[src/rtl/core_pkg.sv]
// Shared core definitions: default address width, reset PC and the fetch entry layout.
package core_pkg;

    localparam int CORE_ADDRESS_BITS = 16;
    localparam int INSTR_BITS        = 32;
    localparam logic [CORE_ADDRESS_BITS-1:0] CORE_RESET_PC = '0;

    typedef struct packed {
        logic [CORE_ADDRESS_BITS-1:0] pc;
        logic [INSTR_BITS-1:0]        instr;
    } fetch_entry_t;

endpackage

[src/rtl/fetch_fifo.sv]
// Synchronous FIFO for fetched instructions; flush empties it and voids any same-cycle push or pop.
module fetch_fifo #(
    parameter int DEPTH = 4,
    parameter int WIDTH = 48,
    localparam int CW = $clog2(DEPTH + 1),
    localparam int PW = $clog2(DEPTH)
) (
    input  logic             clock,
    input  logic             reset,
    input  logic             i_flush,
    input  logic             i_push,
    input  logic [WIDTH-1:0] i_data,
    input  logic             i_pop,
    output logic             o_valid,
    output logic [WIDTH-1:0] o_data,
    output logic [CW-1:0]    o_occ
);

    logic [WIDTH-1:0] r_mem [DEPTH];
    logic [PW-1:0]    r_wr_ptr;
    logic [PW-1:0]    r_rd_ptr;
    logic [CW-1:0]    r_occ;
    logic             w_pop;

    assign o_valid = (r_occ != '0);
    assign o_data  = r_mem[r_rd_ptr];
    assign o_occ   = r_occ;
    assign w_pop   = i_pop && o_valid;

    always_ff @(posedge clock or negedge reset) begin
        if (!reset) begin
            r_wr_ptr <= '0;
            r_rd_ptr <= '0;
            r_occ    <= '0;
        end else if (i_flush) begin
            r_wr_ptr <= '0;
            r_rd_ptr <= '0;
            r_occ    <= '0;
        end else begin
            if (i_push) r_wr_ptr <= r_wr_ptr + PW'(1);
            if (w_pop)  r_rd_ptr <= r_rd_ptr + PW'(1);
            r_occ <= r_occ + CW'(i_push) - CW'(w_pop);
        end
    end

    // NOTE: storage has no reset; occupancy alone decides what is valid, so clearing it buys nothing.
    always_ff @(posedge clock) begin
        if (i_push && !i_flush) r_mem[r_wr_ptr] <= i_data;
    end

endmodule

[src/rtl/prefetch_unit.sv]
// Instruction prefetch unit: credit-limited sequential fetch, in-order response buffering, redirect flush.
// Optional PREFETCH_MISALIGN_EN: misaligned redirects raise a sticky flag and stall fetch.
module prefetch_unit
    import core_pkg::*;
#(
    parameter int ADDRESS_BITS = CORE_ADDRESS_BITS,
    parameter int DEPTH        = 4,
    parameter logic [ADDRESS_BITS-1:0] RESET_PC = ADDRESS_BITS'(CORE_RESET_PC)
) (
    input  logic                    clock,
    input  logic                    reset,
    output logic                    imem_req_valid,
    input  logic                    imem_req_ready,
    output logic [ADDRESS_BITS-1:0] imem_req_addr,
    input  logic                    imem_resp_valid,
    input  logic [INSTR_BITS-1:0]   imem_resp_data,
    input  logic                    redirect_valid,
    input  logic [ADDRESS_BITS-1:0] redirect_pc,
    output logic                    inst_valid,
    input  logic                    inst_ready,
    output logic [INSTR_BITS-1:0]   inst_data,
    output logic [ADDRESS_BITS-1:0] inst_pc,
    output logic                    misaligned
);

    localparam int CW = $clog2(DEPTH + 1);

    typedef struct packed {
        logic [ADDRESS_BITS-1:0] pc;
        logic [INSTR_BITS-1:0]   instr;
    } entry_t;

    logic [ADDRESS_BITS-1:0] r_fetch_pc;
    logic [ADDRESS_BITS-1:0] r_resp_pc;
    logic [CW-1:0]           r_outst;
    logic [CW-1:0]           r_drop;

    logic [CW-1:0]           w_occ;
    logic [CW:0]             w_in_use;
    logic                    w_accept;
    logic                    w_push;
    logic                    w_block;
    logic [ADDRESS_BITS-1:0] w_redirect_pc;
    logic [CW-1:0]           w_outst_left;
    entry_t                  w_push_entry;
    entry_t                  w_head;

`ifdef PREFETCH_MISALIGN_EN
    logic r_misaligned;

    always_ff @(posedge clock or negedge reset) begin
        if (!reset)              r_misaligned <= 1'b0;
        else if (redirect_valid) r_misaligned <= |redirect_pc[1:0];
    end

    assign w_redirect_pc = redirect_pc;
    assign w_block       = r_misaligned;
    assign misaligned    = r_misaligned;
`else
    logic w_unused_pc_lsbs;

    assign w_unused_pc_lsbs = ^redirect_pc[1:0];
    assign w_redirect_pc    = {redirect_pc[ADDRESS_BITS-1:2], 2'b00};
    assign w_block          = 1'b0;
    assign misaligned       = 1'b0;
`endif

    // In-flight requests plus buffered words may never exceed DEPTH, so a push always finds room.
    assign w_in_use = {1'b0, w_occ} + {1'b0, r_outst};

    // NOTE: gating with reset keeps the request low while reset is held, not just after the first edge.
    assign imem_req_valid = reset && !redirect_valid && !w_block
                            && (w_in_use < (CW + 1)'(DEPTH));
    assign imem_req_addr  = r_fetch_pc;
    assign w_accept       = imem_req_valid && imem_req_ready;
    assign w_push         = imem_resp_valid && (r_drop == '0) && !redirect_valid;
    assign w_outst_left   = r_outst - CW'(imem_resp_valid);

    assign w_push_entry = '{pc: r_resp_pc, instr: imem_resp_data};

    fetch_fifo #(
        .DEPTH (DEPTH),
        .WIDTH ($bits(entry_t))
    ) u_fifo (
        .clock   (clock),
        .reset   (reset),
        .i_flush (redirect_valid),
        .i_push  (w_push),
        .i_data  (w_push_entry),
        .i_pop   (inst_ready),
        .o_valid (inst_valid),
        .o_data  (w_head),
        .o_occ   (w_occ)
    );

    assign inst_pc   = w_head.pc;
    assign inst_data = w_head.instr;

    always_ff @(posedge clock or negedge reset) begin
        if (!reset) begin
            r_fetch_pc <= RESET_PC;
            r_resp_pc  <= RESET_PC;
            r_outst    <= '0;
            r_drop     <= '0;
        end else if (redirect_valid) begin
            // Everything still in flight after this cycle belongs to the old stream.
            r_fetch_pc <= w_redirect_pc;
            r_resp_pc  <= w_redirect_pc;
            r_outst    <= w_outst_left;
            r_drop     <= w_outst_left;
        end else begin
            if (w_accept) r_fetch_pc <= r_fetch_pc + ADDRESS_BITS'(4);
            if (w_push)   r_resp_pc  <= r_resp_pc + ADDRESS_BITS'(4);
            if (imem_resp_valid && (r_drop != '0)) r_drop <= r_drop - CW'(1);
            r_outst <= r_outst + CW'(w_accept) - CW'(imem_resp_valid);
        end
    end

endmodule

[config.mk]
export PLATFORM = sky130hd
export DESIGN_NAME = prefetch_unit
export DESIGN_NICKNAME = d
export VERILOG_FILES = /design/src/rtl/core_pkg.sv /design/src/rtl/fetch_fifo.sv /design/src/rtl/prefetch_unit.sv
export SDC_FILE = /design/constraint.sdc
export NUM_CORES = 1
export LEC_CHECK = 0
export CORE_MARGIN = 2
export CORE_UTILIZATION = 50
export CTS_CLUSTER_DIAMETER = 120
export DETAILED_ROUTE_END_ITERATION = 8
export PLACE_DENSITY_LB_ADDON = 0.25
export SYNTH_ARGS = -nofsm -noshare
export SYNTH_HDL_FRONTEND = slang
export SYNTH_SLANG_ARGS = --single-unit
[constraint.sdc]
create_clock -name clock -period 5.7 [get_ports clock]
set_input_delay 0.57 -clock clock [delete_from_list [all_inputs] [get_ports clock]]
set_output_delay 0.57 -clock clock [all_outputs]
set_load 0.01 [all_outputs]
==> results of run 1 <==
[stage by stage]
stage	setup WS, ps	cells	cell area, um2
after floorplan	2950	511	9160
after global placement	1770	836	10500
after detailed placement	1650	836	10500
after CTS	2180	878	11200
after global routing	1890	878	11200
final	2160	878	11200
[logic make-up (layout without fill, tap and decap cells)]
| group | after synthesis | count (layout) | share of synthesized area |
|---|---|---|---|
| flops | 225 | 225 | 0.717 |
| compound gates | 54 | 54 | 0.0401 |
| other cells | 1 | 5 | 0.000410 |
| fa+ha+maj | 18 | 18 | 0.0263 |
| buf+inv | 42 | 180 | 0.0200 |
| mux | 49 | 49 | 0.117 |
| simple gates | 97 | 97 | 0.0595 |
| xor+xnor | 21 | 21 | 0.0201 |
[cell type report]
type                    count  area, um2  share of cell area
flip-flops and latches    225       6560               0.584
multi-input cells         244       2430               0.216
repair buffers            120       1180               0.105
clock buffers              28        594              0.0529
well taps                 229        287              0.0255
clock inverters            14        121              0.0108
inverters                  18       67.6             0.00602
[cells in the mapped netlist (2+ instances only)]
cell	instances	share of area
edfxtp_1	184	0.60
mux4_2	46	0.11
dfrtp_1	41	0.11
nand2_1	29	0.012
o21ai_0	23	0.013
inv_1	17	0.0070
ha_1	16	0.022
xnor2_1	12	0.011
nand3_1	11	0.0060
nor2_1	11	0.0045
clkbuf_1	10	0.0041
nor3_1	10	0.0055
xor2_1	9	0.0086
and3_1	7	0.0048
a221o_1	6	0.0066
buf_2	5	0.0027
buf_4	5	0.0041
nand4_1	5	0.0034
nor4_1	5	0.0034
a21o_1	4	0.0033
buf_1	4	0.0016
a21oi_1	3	0.0016
a31o_2	3	0.0029
a31oi_1	3	0.0021
o41ai_1	3	0.0029
or3_1	3	0.0021
fa_1	2	0.0044
mux2i_1	2	0.0022
nand2b_1	2	0.0014
nand4_2	2	0.0027
nor3b_1	2	0.0016
o21a_1	2	0.0016
o311ai_0	2	0.0019
o31a_1	2	0.0019
o31ai_1	2	0.0016
or4_1	2	0.0016
[flip-flops by register name, indices dropped and copies added, names as in the netlist]
signal and cells:
r_outst 3, r_drop 3, u_fifo.r_wr_ptr 2, u_fifo.o_occ 3
r_resp_pc 14, u_fifo.r_mem 184, u_fifo.r_rd_ptr 2, imem_req_addr 14
[cells in the final DEF, fill, tap and decap left out, types with 3 or more instances in the layout]
master and count:
nand3_1 11, conb_1 5, mux4_2 46, clkbuf_1 5
and3_1 3, a31oi_1 3, buf_4 7, inv_1 17
o21ai_0 23, nor3_1 10, edfxtp_1 184, nor2_1 11
nor4_1 5, a21o_1 4, nand4_1 5, xnor2_1 12
and3_2 4, clkinv_1 8, a21oi_1 3, clkbuf_16 23
or3_1 3, dfrtp_1 39, a31o_2 3, nand2_1 29
xor2_1 9, a221o_1 6, clkdlybuf4s50_1 112, ha_1 16
o41ai_1 3
[power by group through the flow]
| stage | combinational, uW | clock, uW | sequential [uW] |
|---|---|---|---|
| after floorplan | 630 | 0 | 1990 |
| after global placement | 947 | 0 | 2080 |
| after detailed placement | 969 | 0 | 2090 |
| after CTS | 975 | 1450 | 2050 |
| after global routing | 1040 | 1520 | 2080 |
| final | 959 | 1410 | 2050 |
[worst max-delay path by stage]
stage                              start         end  slack (ps)
final                     redirect_valid  r_outst[2]        2160
after global routing      redirect_valid  r_outst[2]        1890
after CTS                 redirect_valid  r_outst[2]        2180
after detailed placement  redirect_valid  r_outst[2]        1650
after global placement    redirect_valid  r_outst[2]        1770
after floorplan               r_outst[2]  r_outst[2]        2950
[metal layers]
layer	GRT usage	vias to the layer above	routed length, um
li1	-	2266	-
met1	0.239	2492	7360
met2	0.289	179	8050
met3	0.0297	29	918
met4	0.0409	0	274
met5	0	-	0
==> impl_metrics.csv, run 1 <==
group,metric,value,unit
critical_path,critPathLaunchType,"primary input",
status,status,"completed",
critical_path,critical_path_class,"primary input to register",
floorplanning,die_w,139,um
floorplanning,initial_utilization,0.509,
synth,ys_seq_elements,225,
critical_path,critPathBufInv,4,
cts,cts.clk_slew.worst_paths,60,ps
critical_path,cp_slowest_cell,"nand4_2",
placement,hpwl,10100,um
synth,yosysWarnings,0,
power_and_ir_drop,pwr-share-seq,0.464,
min_path,worst_hold_path_type,"primary input to asynchronous set/reset pin",
placement,portBuffers,113,
global_route,grt_pass1_vias,5043,
power_and_ir_drop,vdd_drop_max,0.000267,V
synth,syn_area,0.00914,mm2
critical_path,crit_path_end_kind,"register",
timing,worst_pin_slew,946,ps
global_route,track_usage,0.172,
power_and_ir_drop,pwr-share-clk,0.319,
synth,syn_inst,507,
global_route,grt.overflow.total,0,
route,drt_iter0_drc,269,
critical_path,r2r_start,"r_outst[2]",
timing,period_needed,3540,ps
final_layout,finish.utilization,0.625,
global_route,grt_max_degree,51,
floorplanning,pin_count,121,
route,ant_nets,0,
cts,cts_tree,"yes",
critical_path,rr_endpoint,"r_outst[2]",
route,wire_per_inst,18.9,um
route,vias,4966,
timing,slew_headroom,0.369,
flow_run,cap_violations,0,
global_route,grt_first_pass_wirelength,26600,um
timing,holdWs,133,ps
critical_path,critPathMaxStageDelay,610,ps
power_and_ir_drop,p_sw_frac,0.255,
power_and_ir_drop,p_int,3290,uW
power_and_ir_drop,p_sw,1120,uW
route,drc,0,
route,drtPass1Iterations,4,
critical_path,worstPathCellList,"clkdlybuf4s50_1 -> buf_4 -> clkinv_1 -> nand4_2 -> ha_1 -> inv_1 -> ha_1 -> fa_1 -> xor2_1 -> o21ai_0 -> xor2_1",
final_layout,drive_gt1_frac,0.153,
placement,gp_congestion,0.871,
timing,timing.fmax,283,MHz
timing,finalCritPeriodShare,0.621,
floorplanning,coreArea,0.0180,mm2
cts,ctsRootBufferMaster,"clkbuf_16",
timing,rsz0062_at_grt,"false",
critical_path,worstPathArrival,3960,ps
timing,skew,14.3,ps
floorplanning,die_height,139,um
cts,clk_latency,500,ps
cts,clockBufferDepth,3,
cts,cts_buffers,23,
cts,postCtsSetupBuffers,0,
final_layout,areaGrowthSynthToFinish,22.9,%
route,via_per_inst,5.66,
timing,slew_viol_final,0,
critical_path,cp_max_fo,50,
synth,synth_cell_type_count,48,
cts,cts_sinks,225,
global_route,antenna_found_initial,0,
critical_path,ff2ff_path_depth,10,
synth,synth.yosys.seq_area_share,0.717,
critical_path,cp.required,6130,ps
power_and_ir_drop,total_power,4410,uW
final_layout,final_nets,704,
synth,syn_area_per_cell,18.0,um2
final_layout,diodes,0,
cts,cts.repair.resized,0,
synth,synth-edff-count,184,
final_layout,fillerInstances,1258,
power_and_ir_drop,p_comb_frac,0.217,
floorplanning,num_rows,49,
timing,setup_tns,0,ps
critical_path,rrSetupSlack,2400,ps
floorplanning,die-area,0.0194,mm2
timing,hold_viol_final,0,
route,drt-total-wl,16600,um
cts,h-tree-depth,1,
cts,cts_hold_buf,0,
critical_path,cpLargestDelayFamily,"buffers and inverters",
power_and_ir_drop,power_leakage,0.00383,uW
critical_path,crit_cells,11,
power_and_ir_drop,powerDensity,393,mW/mm2
timing,setup_viol,0,
synth,synth-async-reset-ratio,0.182,
synth,synthFlopType,"edfxtp_1",
Power figures use the tool's default switching activity.
==> run 2, diff against run 1 <==
==> constraint.sdc (replaced) <==
create_clock -name clock -period 2.95 [get_ports clock]
set_input_delay 0.295 -clock clock [delete_from_list [all_inputs] [get_ports clock]]
set_output_delay 0.295 -clock clock [all_outputs]
set_load 0.01 [all_outputs]
==> run 2 against run 1 <==
Clock skew shrank 4.3 ps. Sequential share of layout area shrank 0.34 points. Non-clock buffer count grew 7. Total power up 90%. Register-to-register slack worse by 2100 ps. Critical path type is now register to primary output. Largest power group unchanged. Sequential cell count unchanged. Cell count is 0.68% higher. Clock-buffer cell count grew 7. Design area grew 0.58%.
==> impl_metrics.csv, run 2 (same netlist as run 1, synthesis figures left out) <==
group,metric,value,unit
route,via_per_inst,5.63,
timing,skew,10.1,ps
timing,worst_pin_slew,546,ps
placement,place_area,0.0106,mm2
cts,cts_buffers,23,
timing,timing.fmax,360,MHz
route,drt-total-wl,17100,um
global_route,antenna_found_initial,0,
final_layout,regArea,0.00656,mm2
critical_path,rrSetupSlack,260,ps
route,ant_nets,0,
final_layout,top_register,"u_fifo.r_mem",
floorplanning,die_height,139,um
power_and_ir_drop,vdd_drop_max,0.000516,V
final_layout,areaGrowthSynthToFinish,23.6,%
critical_path,critPathLaunchType,"register",
placement,gp_congestion,0.826,
route,drt_iter0_drc,411,
power_and_ir_drop,total_power,8400,uW
timing,setup_viol,0,
placement,portBuffers,113,
critical_path,critPathBufInv,2,
final_layout,mostFrequentLayoutCells,"edfxtp_1 (184), clkdlybuf4s50_1 (112), mux4_2 (46)",
global_route,track_usage,0.180,
min_path,hold_end,"r_resp_pc[8]",
timing,slew_headroom,0.636,
power_and_ir_drop,p_int,6250,uW
power_and_ir_drop,p_sw_frac,0.256,
critical_path,cp_slowest_cell,"dfrtp_4",
cts,h-tree-depth,1,
final_layout,final_common_cell,"edfxtp_1",
critical_path,crit_start,"u_fifo.r_rd_ptr[0]",
power_and_ir_drop,pwr-share-clk,0.300,
route,drtPass1Iterations,4,
status,status,"completed",
timing,setup_tns,0,ps
floorplanning,die_w,139,um
final_layout,diodes,0,
global_route,grt_pass1_vias,5247,
cts,clockBufferDepth,3,
route,wire_per_inst,19.4,um
timing,period_needed,2780,ps
final_layout,largest_reg_flops,184,
final_layout,final_nets,711,
min_path,hp-start,"redirect_pc[8]",
cts,cts_tree,"yes",
min_path,worst_hold_path_type,"primary input to register",
global_route,grt_max_degree,49,
critical_path,critical_path_class,"register to primary output",
critical_path,rr_endpoint,"r_outst[2]",
power_and_ir_drop,p_sw,2150,uW
final_layout,fillerInstances,1267,
power_and_ir_drop,powerDensity,743,mW/mm2
final_layout,final_cell_area,0.0113,mm2
final_layout,drive_gt1_frac,0.154,
floorplanning,num_rows,49,
floorplanning,coreArea,0.0180,mm2
cts,postCtsSetupBuffers,0,
critical_path,worstPathArrival,2490,ps
critical_path,cp_max_fo,18,
min_path,holdPathStages,3,
power_and_ir_drop,power_leakage,0.00384,uW
floorplanning,initial_utilization,0.509,
global_route,grt_first_pass_wirelength,27700,um
timing,rsz0062_at_grt,"false",
critical_path,crit_cells,3,
final_layout,multi_input_area,0.00243,mm2
cts,cts_sinks,225,
timing,hold_viol_final,0,
cts,cts.clk_slew.worst_paths,60,ps
floorplanning,pin_count,121,
timing,slew_viol_final,0,
critical_path,critPathMaxStageDelay,650,ps
critical_path,cpLargestDelayFamily,"buffers and inverters",
timing,holdWs,435,ps
critical_path,cp.required,2650,ps
power_and_ir_drop,pwr-share-seq,0.462,
critical_path,r2r_start,"r_outst[2]",
power_and_ir_drop,p_comb_frac,0.239,
route,drc,0,
cts,ctsRootBufferMaster,"clkbuf_16",
critical_path,worstPathCellList,"buf_4 -> mux4_2 -> clkdlybuf4s50_1",
route,vias,4975,
critical_path,crit_path_end_kind,"primary output",
timing,finalCritPeriodShare,0.943,
critical_path,ff2ff_path_depth,10,
global_route,grt.overflow.total,0,
flow_run,cap_violations,0,
floorplanning,die-area,0.0194,mm2
cts,clk_latency,490,ps
placement,hpwl,10600,um
[run 2: cell types whose count changed in the layout (fill, tap and decap cells not counted)]
cell / previous run / this run
clkbuf_1: 5 / 12
buf_12: 0 / 6
clkinv_1: 8 / 4
bufinv_16: 2 / 0
clkinvlp_4: 1 / 0
dlygate4sd3_1: 0 / 1
inv_6: 1 / 0
[run 2: how the worst max path moves through the flow]
stage                          to  slack [ps]
finish              inst_data[30]         170
global route        inst_data[30]          20
CTS                 inst_data[30]          80
detailed placement     r_outst[2]         230
global placement       r_outst[2]         350
floorplan              r_outst[2]         200
[run 2: layout make-up]
class                           count  share of cell area
Tap cell                          229              0.0254
Sequential cell                   225               0.580
Clock inverter                      6             0.00266
Clock buffer                       35              0.0549
Inverter                           18             0.00598
Multi-Input combinational cell    244               0.215
Timing Repair Buffer              127               0.116
[run 2: metrics by stage]
step                      instances  setup slack (ps)  utilization
after floorplan                 511               196            -
after global placement          842               351        0.592
after detailed placement        842               225        0.592
after CTS                       884              84.9        0.629
after global routing            884              23.5        0.629
final                           884               169        0.629
[run 2: power groups by stage]
stage / clock, uW / sequential [uW] / combinational [uW]
floorplan: 0 / 3840 / 1220
global placement: 0 / 3930 / 1980
detailed placement: 0 / 3950 / 2030
CTS: 2590 / 3890 / 2040
global route: 2730 / 3910 / 2180
finish: 2520 / 3880 / 2000
[run 2: what timing repair did]
| item | in CTS | in global routing |
|---|---|---|
| endpoints found under the hold margin | 41 | 0 |
| gates resized for setup | 0 | 0 |
| hold buffers | 1 | 0 |
[run 2: tightest hold or removal path, stage by stage]
cell,delay [ps]
clkdlybuf4s50_1,400
nand2_1,90
o21ai_0,90
[run 2: per-layer routing]
metal  vias up  GRT usage  part of all wire
met5         -          0                 0
met4         0     0.0372             0.012
met3        18     0.0321             0.047
met2       144      0.306              0.50
met1      2541      0.248              0.44
li1       2272          -                 -
